**config.mk**
```make
export PLATFORM = sky130hd
export DESIGN_NAME = dcache_l1
export DESIGN_NICKNAME = d
export VERILOG_FILES = /design/src/rtl/dcache_l1.sv
export SDC_FILE = /design/constraint.sdc
export NUM_CORES = 2
export LEC_CHECK = 0
export ABC_AREA = 1
export CAP_MARGIN = 10
export CORE_MARGIN = 1.5
export CORE_UTILIZATION = 35
export DETAILED_ROUTE_END_ITERATION = 8
export GPL_TIMING_DRIVEN = 0
export PLACE_DENSITY = 0.57
export REMOVE_ABC_BUFFERS = 1
export SLEW_MARGIN = 20
export SYNTH_ARGS = -nofsm -noshare
export SYNTH_HDL_FRONTEND = slang
export SYNTH_SLANG_ARGS = --single-unit
```
**constraint.sdc**
```tcl
create_clock -name clock -period 5.1 [get_ports clock]
set_input_delay 0.765 -clock clock [delete_from_list [all_inputs] [get_ports clock]]
set_output_delay 0.765 -clock clock [all_outputs]
set_load 0.01 [all_outputs]
```
**src/rtl/dcache_l1.sv**
```systemverilog
// dcache_l1 -- direct-mapped, write-through, no-write-allocate L1 data cache.
//
// Loads that hit return data in the same cycle. Loads that miss refill the
// whole line from memory one word at a time, then release the CPU for one
// cycle in DONE. Stores always go to memory, one word per store. A store
// that hits also updates the enabled bytes of the cached word. A store that
// misses does not allocate a line.
//
// Ports:
//   clock, reset           sole clock; synchronous active-high reset
//   cpu_rd / cpu_wr        load / store request (both high = store)
//   cpu_addr               byte address, bits [1:0] ignored
//   cpu_wdata, cpu_be      store data and byte enables
//   cpu_rdata, cpu_stall   load data; CPU must hold its request while stalled
//   inv_all                invalidate every line (IDLE only, with no request)
//   mem_req, mem_we        single-word memory request, 1 = write
//   mem_addr               word-aligned byte address
//   mem_wdata, mem_be      write data and byte enables
//   mem_ready, mem_rdata   word accepted / returned this cycle
//   hit_count, miss_count  saturating statistics (only with DCACHE_STATS_EN)
//
// Build option: define DCACHE_STATS_EN to add the hit/miss statistics outputs.
//
// state  | meaning
// IDLE   | serve hits, accept a miss or store, handle inv_all
// REFILL | read the line from memory word by word
// WRITE  | write one word through to memory
// DONE   | release the CPU for one cycle

module dcache_l1 #(
  parameter int ADDR_W     = 32,
  parameter int LINE_WORDS = 4,
  parameter int NUM_SETS   = 16
) (
  input  logic              clock,
  input  logic              reset,
  input  logic              cpu_rd,
  input  logic              cpu_wr,
  input  logic [ADDR_W-1:0] cpu_addr,
  input  logic [31:0]       cpu_wdata,
  input  logic [3:0]        cpu_be,
  output logic [31:0]       cpu_rdata,
  output logic              cpu_stall,
  input  logic              inv_all,
  output logic              mem_req,
  output logic              mem_we,
  output logic [ADDR_W-1:0] mem_addr,
  output logic [31:0]       mem_wdata,
  output logic [3:0]        mem_be,
  input  logic              mem_ready,
  input  logic [31:0]       mem_rdata
`ifdef DCACHE_STATS_EN
  ,
  output logic [31:0]       hit_count,
  output logic [31:0]       miss_count
`endif
);

  localparam int OFF_BITS = $clog2(LINE_WORDS);
  // The word counter needs at least one bit, even for one-word lines.
  localparam int OFF_W    = (OFF_BITS > 0) ? OFF_BITS : 1;
  localparam int IDX_W    = $clog2(NUM_SETS);
  localparam int IDX_LSB  = 2 + OFF_BITS;
  localparam int TAG_LSB  = IDX_LSB + IDX_W;
  localparam int TAG_W    = ADDR_W - TAG_LSB;
  localparam logic [OFF_W-1:0] LAST_WORD = OFF_W'(LINE_WORDS - 1);

  typedef enum logic [1:0] {IDLE, REFILL, WRITE, DONE} state_t;

  state_t            r_state;
  state_t            w_next;
  logic [OFF_W-1:0]  r_cnt;
  logic [NUM_SETS-1:0] r_valid;
  logic [TAG_W-1:0]  r_tag  [NUM_SETS];
  logic [31:0]       r_data [NUM_SETS][LINE_WORDS];

  logic [IDX_W-1:0]  w_idx;
  logic [TAG_W-1:0]  w_tag;
  logic [OFF_W-1:0]  w_off;
  logic [ADDR_W-1:0] w_line_base;
  logic              w_hit;
  logic              w_refill_start;
  logic              w_fill_we;
  logic              w_wt_we;
  logic              w_inv;
  logic              w_unused;

  assign w_idx       = cpu_addr[TAG_LSB-1:IDX_LSB];
  assign w_tag       = cpu_addr[ADDR_W-1:TAG_LSB];
  assign w_line_base = {cpu_addr[ADDR_W-1:IDX_LSB], IDX_LSB'(0)};
  assign w_unused    = ^cpu_addr[1:0];

  generate
    if (OFF_BITS > 0) begin : g_off
      assign w_off = cpu_addr[IDX_LSB-1:2];
    end else begin : g_no_off
      assign w_off = '0;
    end
  endgenerate

  assign w_hit     = r_valid[w_idx] && (r_tag[w_idx] == w_tag);
  // The line array feeds the CPU unconditionally; the data only matters on
  // an IDLE hit or in DONE after a load, when the address is still held.
  assign cpu_rdata = r_data[w_idx][w_off];

  always_comb begin
    w_next         = r_state;
    cpu_stall      = 1'b0;
    mem_req        = 1'b0;
    mem_we         = 1'b0;
    mem_addr       = '0;
    mem_wdata      = '0;
    mem_be         = '0;
    w_refill_start = 1'b0;
    w_fill_we      = 1'b0;
    w_wt_we        = 1'b0;
    w_inv          = 1'b0;
    case (r_state)
      IDLE: begin
        if (cpu_wr) begin
          cpu_stall = 1'b1;
          w_next    = WRITE;
        end else if (cpu_rd) begin
          if (!w_hit) begin
            cpu_stall      = 1'b1;
            w_next         = REFILL;
            w_refill_start = 1'b1;
          end
        end else if (inv_all) begin
          w_inv = 1'b1;
        end
      end
      REFILL: begin
        cpu_stall = 1'b1;
        mem_req   = 1'b1;
        mem_addr  = w_line_base + (ADDR_W'(r_cnt) << 2);
        if (mem_ready) begin
          w_fill_we = 1'b1;
          if (r_cnt == LAST_WORD) w_next = DONE;
        end
      end
      WRITE: begin
        cpu_stall = 1'b1;
        mem_req   = 1'b1;
        mem_we    = 1'b1;
        mem_addr  = {cpu_addr[ADDR_W-1:2], 2'b00};
        mem_wdata = cpu_wdata;
        mem_be    = cpu_be;
        if (mem_ready) begin
          w_wt_we = w_hit;
          w_next  = DONE;
        end
      end
      DONE: begin
        w_next = IDLE;
      end
      default: begin
        w_next = IDLE;
      end
    endcase
  end

  always_ff @(posedge clock) begin
    if (reset) begin
      r_state <= IDLE;
      r_cnt   <= '0;
      r_valid <= '0;
      for (int s = 0; s < NUM_SETS; s++) begin
        r_tag[s] <= '0;
        for (int w = 0; w < LINE_WORDS; w++) r_data[s][w] <= '0;
      end
    end else begin
      r_state <= w_next;
      // The line is invalid for the whole refill so an abandoned refill can
      // never leave a half-written line looking valid.
      if (w_refill_start) begin
        r_cnt          <= '0;
        r_valid[w_idx] <= 1'b0;
      end
      if (w_fill_we) begin
        r_data[w_idx][r_cnt] <= mem_rdata;
        r_cnt                <= r_cnt + 1'b1;
        if (r_cnt == LAST_WORD) begin
          r_tag[w_idx]   <= w_tag;
          r_valid[w_idx] <= 1'b1;
        end
      end
      if (w_wt_we) begin
        for (int b = 0; b < 4; b++) begin
          if (cpu_be[b]) r_data[w_idx][w_off][8*b +: 8] <= cpu_wdata[8*b +: 8];
        end
      end
      if (w_inv) r_valid <= '0;
    end
  end

`ifdef DCACHE_STATS_EN
  logic [31:0] r_hit_count;
  logic [31:0] r_miss_count;
  logic        w_hit_evt;
  logic        w_miss_evt;

  assign w_hit_evt  = ((r_state == IDLE) && !cpu_wr && cpu_rd && w_hit) || w_wt_we;
  assign w_miss_evt = w_refill_start || ((r_state == WRITE) && mem_ready && !w_hit);

  always_ff @(posedge clock) begin
    if (reset) begin
      r_hit_count  <= '0;
      r_miss_count <= '0;
    end else begin
      if (w_hit_evt && (r_hit_count != 32'hFFFF_FFFF)) r_hit_count <= r_hit_count + 1'b1;
      if (w_miss_evt && (r_miss_count != 32'hFFFF_FFFF)) r_miss_count <= r_miss_count + 1'b1;
    end
  end

  assign hit_count  = r_hit_count;
  assign miss_count = r_miss_count;
`endif

endmodule

```
### Yosys cells after proc, flatten, opt, wreduce, memory -nomap -nowiden

Memories as Yosys holds them, arrays and structs flattened.
Index checks and enable logic that the tools add are counted.

| cells by class | value |
|---|---|
| add/sub/neg operators | 2 |
| multiply operators | 0 |
| div/mod/pow operators | 0 |
| order comparisons | 6 |
| equality and inequality tests | 10 |
| shift operators | 0 |
| multiplexer cells | 592 |
| bitwise operators | 517 |
| reductions and logical operators | 11 |

Operator list:

| cell | count |
|---|---|
| $mux W128 | 7 |
| $mux W1 | 550 |
| $or A1 B1 Y1 | 512 |
| $demux W32 S2 | 5 |
| $mux W32 | 5 |
| $reduce_or A128 Y1 | 1 |
| $mux W16 | 5 |
| $bmux W32 S2 | 1 |
| $pmux W32 S2 | 1 |
| $mux W24 | 2 |
| $add A32 B4 Y32 | 1 |
| $eq A24 B24 Y1 | 1 |
| $reduce_or A24 Y1 | 1 |
| $and A16 B16 Y16 | 1 |
| $mux W2 | 8 |
| $not A16 Y16 | 1 |
| $or A16 B16 Y16 | 1 |
| $mux W4 | 3 |
| $mux W8 | 1 |
| $pmux W2 S4 | 1 |
| $eq A2 B2 Y1 const B | 3 |
| $ge A3 B3 Y1 const B | 2 |
| $lt A3 B1 Y1 const B | 2 |
| $ne A2 B2 Y1 const B | 3 |
| other kinds (14) | 20 |

| storage, ports and cells | value |
|---|---|
| flip-flop bits (word level) | 20 |
| bits in latches | 0 |
| bits in writable memories | 2,432 |
| bits in read-only memories | 0 |
| output and inout bits | 103 |
| memories | 2 |

Memories:

| name | depth | width | rd ports | clocked after Yosys merged registers in | wr ports | line | source |
|---|---|---|---|---|---|---|---|
| r_data | 16 | 128 | 1 | 0 | 16 | 75 | `logic [31:0] r_data [NUM_SETS][LINE_WORDS];` |
| r_tag | 16 | 24 | 1 | 0 | 16 | 74 | `logic [TAG_W-1:0] r_tag [NUM_SETS];` |

### Longest topological paths before layout

| depth | value |
|---|---|
| word-level depth | 14 |
| mapped depth | 25 |
| mapped depth without buffers | 21 |

### Worst setup path before layout

Ideal clock, no wire load.

| timing | value |
|---|---|
| path type | input-to-reg |
| start | input cpu_addr[6] |
| end | memory r_tag[3][0] (netlist bit), enable pin |
| setup time | 0.381 ns |
| arrival | 3.313 ns |
| required time | 4.719 ns |
| slack | 1.406 ns |
| stages | 9 |
| cells stage by stage | nor2_1 -> clkbuf_1 -> clkbuf_1 -> inv_2 -> clkbuf_1 -> nor2_1 -> clkbuf_1 -> nand2_1 -> nand2_1 |

RTL lines:

| what | line | source |
|---|---|---|
| start: declaration | 39 | `input logic [ADDR_W-1:0] cpu_addr,` |
| end: declaration | 74 |  |

### Final worst setup path

| timing | value |
|---|---|
| start | input cpu_addr[6] |
| end | output cpu_rdata[1] |

| on the way | value |
|---|---|
| word-level cells in the longest chain between the ends | 4 |

RTL lines:

| what | line | source |
|---|---|---|
| $mem_v2 Z16 W128 | -- |  |
| $bmux W32 S2 | 104 | `assign cpu_rdata = r_data[w_idx][w_off];` |
| $mux W32 (not written as such) (2 in series) | 104 |  |
| end: declaration | 42 | `output logic [31:0] cpu_rdata,` |

No other way between the ends. The select of a mux whose other input is x is not followed.

==> metrics.md <==
| Metric | Value |
|---|---|
| Core ar. | `0.3114 mm²` |
| Maximum clock rate | `0.1921 GHz` |
| Deepest clock path buffer count | `4` |
| Crit Path Max Fanout | `53` |
| Final setup viols | `6` |
| Peak supply drop | `0.2435 mV` |
| Die Height | `561.9 µm` |
| WP data required | `4.34 ns` |
| Synth unique cells | `32` |
| Share of layout cells above drive strength 1 | `0.07785` |
| Final hold vios | `0` |
| DRT iter0 DRCs | `11,174` |
| Initial cell density of the core | `0.3511` |
| Synth warnings | `0` |
| GR Overflow Total | `0` |
| Final period util | `1.021` |
| Non-Filler Instances | `14,797` |
| Crit-path cells | `clkdlybuf4s15_1 -> nor2_4 -> buf_16 -> buf_12 -> buf_16 -> buf_16 -> inv_16 -> buf_16 -> a31oi_1 -> nor4_4 -> o22a_1 -> o221ai_1 -> clkdlybuf4s50_1` |
| Status | `finished, violations left` |
| HPWL Detailed | `236.5 mm` |
| Critical-path top delay cell | `clkdlybuf4s50_1` |
| Max_cap viols | `0` |
| Hold WS | `0.4650 ns` |
| Worst path top cell family by delay | `buffers and inverters` |
| Max Clock Skew | `0.06901 ns` |
| Placed Cells | `14,302` |
| Sequential area share after synthesis | `0.6717` |
| First-pass GRT wire length | `532.9 mm` |
| Power per cell area | `360.1 mW/mm²` |
| Arrival time worst endpoint | `4.44 ns` |
| Die ar. | `0.3157 mm²` |
| EDFF count, synth | `2,432` |
| Worst skew pair latency | `0.88 ns` |
| DRT Pass-1 Iters | `9` |
| Cts bufs inserted | `266` |
| DR vias/cell | `5.662` |
| Setup TNS | `-0.2753 ns` |
| Vias | `83,776` |
| Wire per inst | `25.21 µm` |
| Reg clk slew, reported paths | `0.06 ns` |
| Top_reg_cell synth | `edfxtp_1` |
| Failing checks | `setup timing` |
| Syn Inst Count | `10,527` |
| Hold Crit Class | `reg -> reg` |
| Critical path buffers and inverters | `8` |
| Most frequent cells in the layout | `nor2_1, edfxtp_1, nand2_1` |
| Antenna viol nets, final | `0` |
| CP max stage delay | `0.63 ns` |
| Post-CTS Hold Buffers | `0` |
| DRC viols | `0` |
| Netlist Area Pre-Place | `0.1093 mm²` |
| CTS H-tree depth | `5` |
| Port bufs | `204` |
| Cell repeated most along the worst path | `buf_16` |
| Setup crit end kind | `output pin` |
| Row Count | `205` |
| Fin. max-slew vios | `0` |
| Commonest non-fill, non-tap cell in the layout | `nor2_1` |
| Clk sink count | `2,452` |
| Largest cells by area after synthesis | `edfxtp_1, nor2_1, nand2_1` |
| Synthesized flop and latch total | `2,452` |
| Area leader, netlist | `edfxtp_1` |
| Area Overhead vs Synth | `16.76%` |
| Synth top area share | `0.6681` |
| CTS tree | `built` |
| Total Wirelength | `373.0 mm` |
| Root buffer cell | `clkbuf_16` |
| Ys async rst share | `0` |
| Crit path launch type | `input pin` |
| Kind of critical path | `in -> out` |
| RSZ-0062 raised after global routing | `true` |
| Leak pwr | `46.13 nW` |
| Antenna violations before repair | `19` |
| Avg Inst Size Synth | `10.38 µm²` |
| Total GRT Usage | `0.2283` |
| Nets | `10,582` |
| Period minus WS final | `5.205 ns` |
| Die W | `561.9 µm` |
| Slew margin rel. | `0.2441` |
| Worst setup margin | `-0.1046 ns` |
| Slew at the pin with the worst max-slew slack | `1.131 ns` |
| Largest net degree at the start of global routing | `117` |
| Total power | `45.97 mW` |
| Final GP Congestion | `0.8843` |
| IO Pins | `209` |
| Vias in the first global route | `78,613` |
## registers in the layout, indices dropped and copies added, names as in the netlist
register	cells
r_data	2048
r_cnt	2
r_tag	384
r_valid	16
r_state	2
## Yosys cell counts, types with 2 or more instances
master and instances:
o21ai_1 7, nand2_1 2490, dfxtp_1 20, nor3_1 6, buf_4 31, o221ai_1 32, nor2_4 2, nand3_1 675
o22a_1 5, nand4_4 9, inv_1 136, nor4_1 101, inv_2 9, nand2_2 43, a31oi_1 405, clkinv_1 26
nand4_1 199, buf_2 179, edfxtp_1 2432, nor2_2 4, ha_1 8, buf_1 68, clkbuf_1 451, a22oi_1 512
a21oi_1 51, o21ai_0 29, buf_6 4, nor2_1 2589
## stage by stage
stage	setup slack, ns	utilization	cell area (µm²)
detailed placement	-2.114	0.3779	117700
finish	-0.1046	0.4099	127600
floorplan	-11.10	-	106200
CTS	-0.06398	0.4089	127300
global route	-0.1299	0.4099	127600
global placement	-133.65	0.3642	113400
## per-layer routing
layer  routed length, µm  vias to the layer above  track usage
li1                    -                    36832            -
met1              143300                    41668       0.2987
met2              175300                     4537       0.3715
met3               35540                      733      0.03489
met4               18730                        6       0.1092
met5                  39                        -            0
## final cells by class
type                       count  area, µm²
timing repair inverter         1      8.758
multi-input combinational   7174      33440
sequential                  2452      73430
timing repair buffer         402       6743
fill                       29590     183700
antenna                        9      22.52
clock buffer                 345       7174
inverter                     171      718.2
tap                         4140       5180
clock inverter               103      925.9
## worst register-to-register path, cell delays in order, from the launching register on
cell and delay [ns]:
dfxtp_1 0.35, inv_1 0.12, ha_1 0.26, nand2_1 0.16, nor2_1 0.30, inv_1 0.09, nor2_2 0.74, inv_1 0.77
nand2_1 0.79, nand2_1 0.40, nand2_1 0.43
## cell families after synthesis
group	share of synthesized area
adder cells (fa/ha/maj)	0.0009157
flip-flops	0.6717
buffers and inverters	0.03443
AO/OA/AOI/OAI	0.06536
AND/OR/NAND/NOR	0.2275
other	0.00003430
## power by group
part | internal [mW] | leakage, nW | switching (mW) | total (mW)
combinational | 1.22 | 16.9 | 3.15 | 4.36
clock | 10.6 | 3.93 | 7.99 | 18.6
sequential | 22.8 | 25.3 | 0.206 | 23.0
## timing repair
item	4_1_cts	5_1_grt
gates resized for setup	155	52
pin swaps	16	8
gates cloned	23	1
buffers inserted	9	5
setup endpoints to repair	4129	3037
## path summary, 6_finish.rpt
kind	to	start	slack, ns	cells past startpoint
worst min register to register	r_valid[9]	r_valid[9]	0.46	2
worst max register to register	r_data[1][2]	r_state[1]	0.32	10
worst max-delay path	cpu_rdata[1]	cpu_addr[6]	-0.10	13
worst min-delay path	r_valid[9]	r_valid[9]	0.46	2
Note: power is estimated with default switching activity, not from simulation.
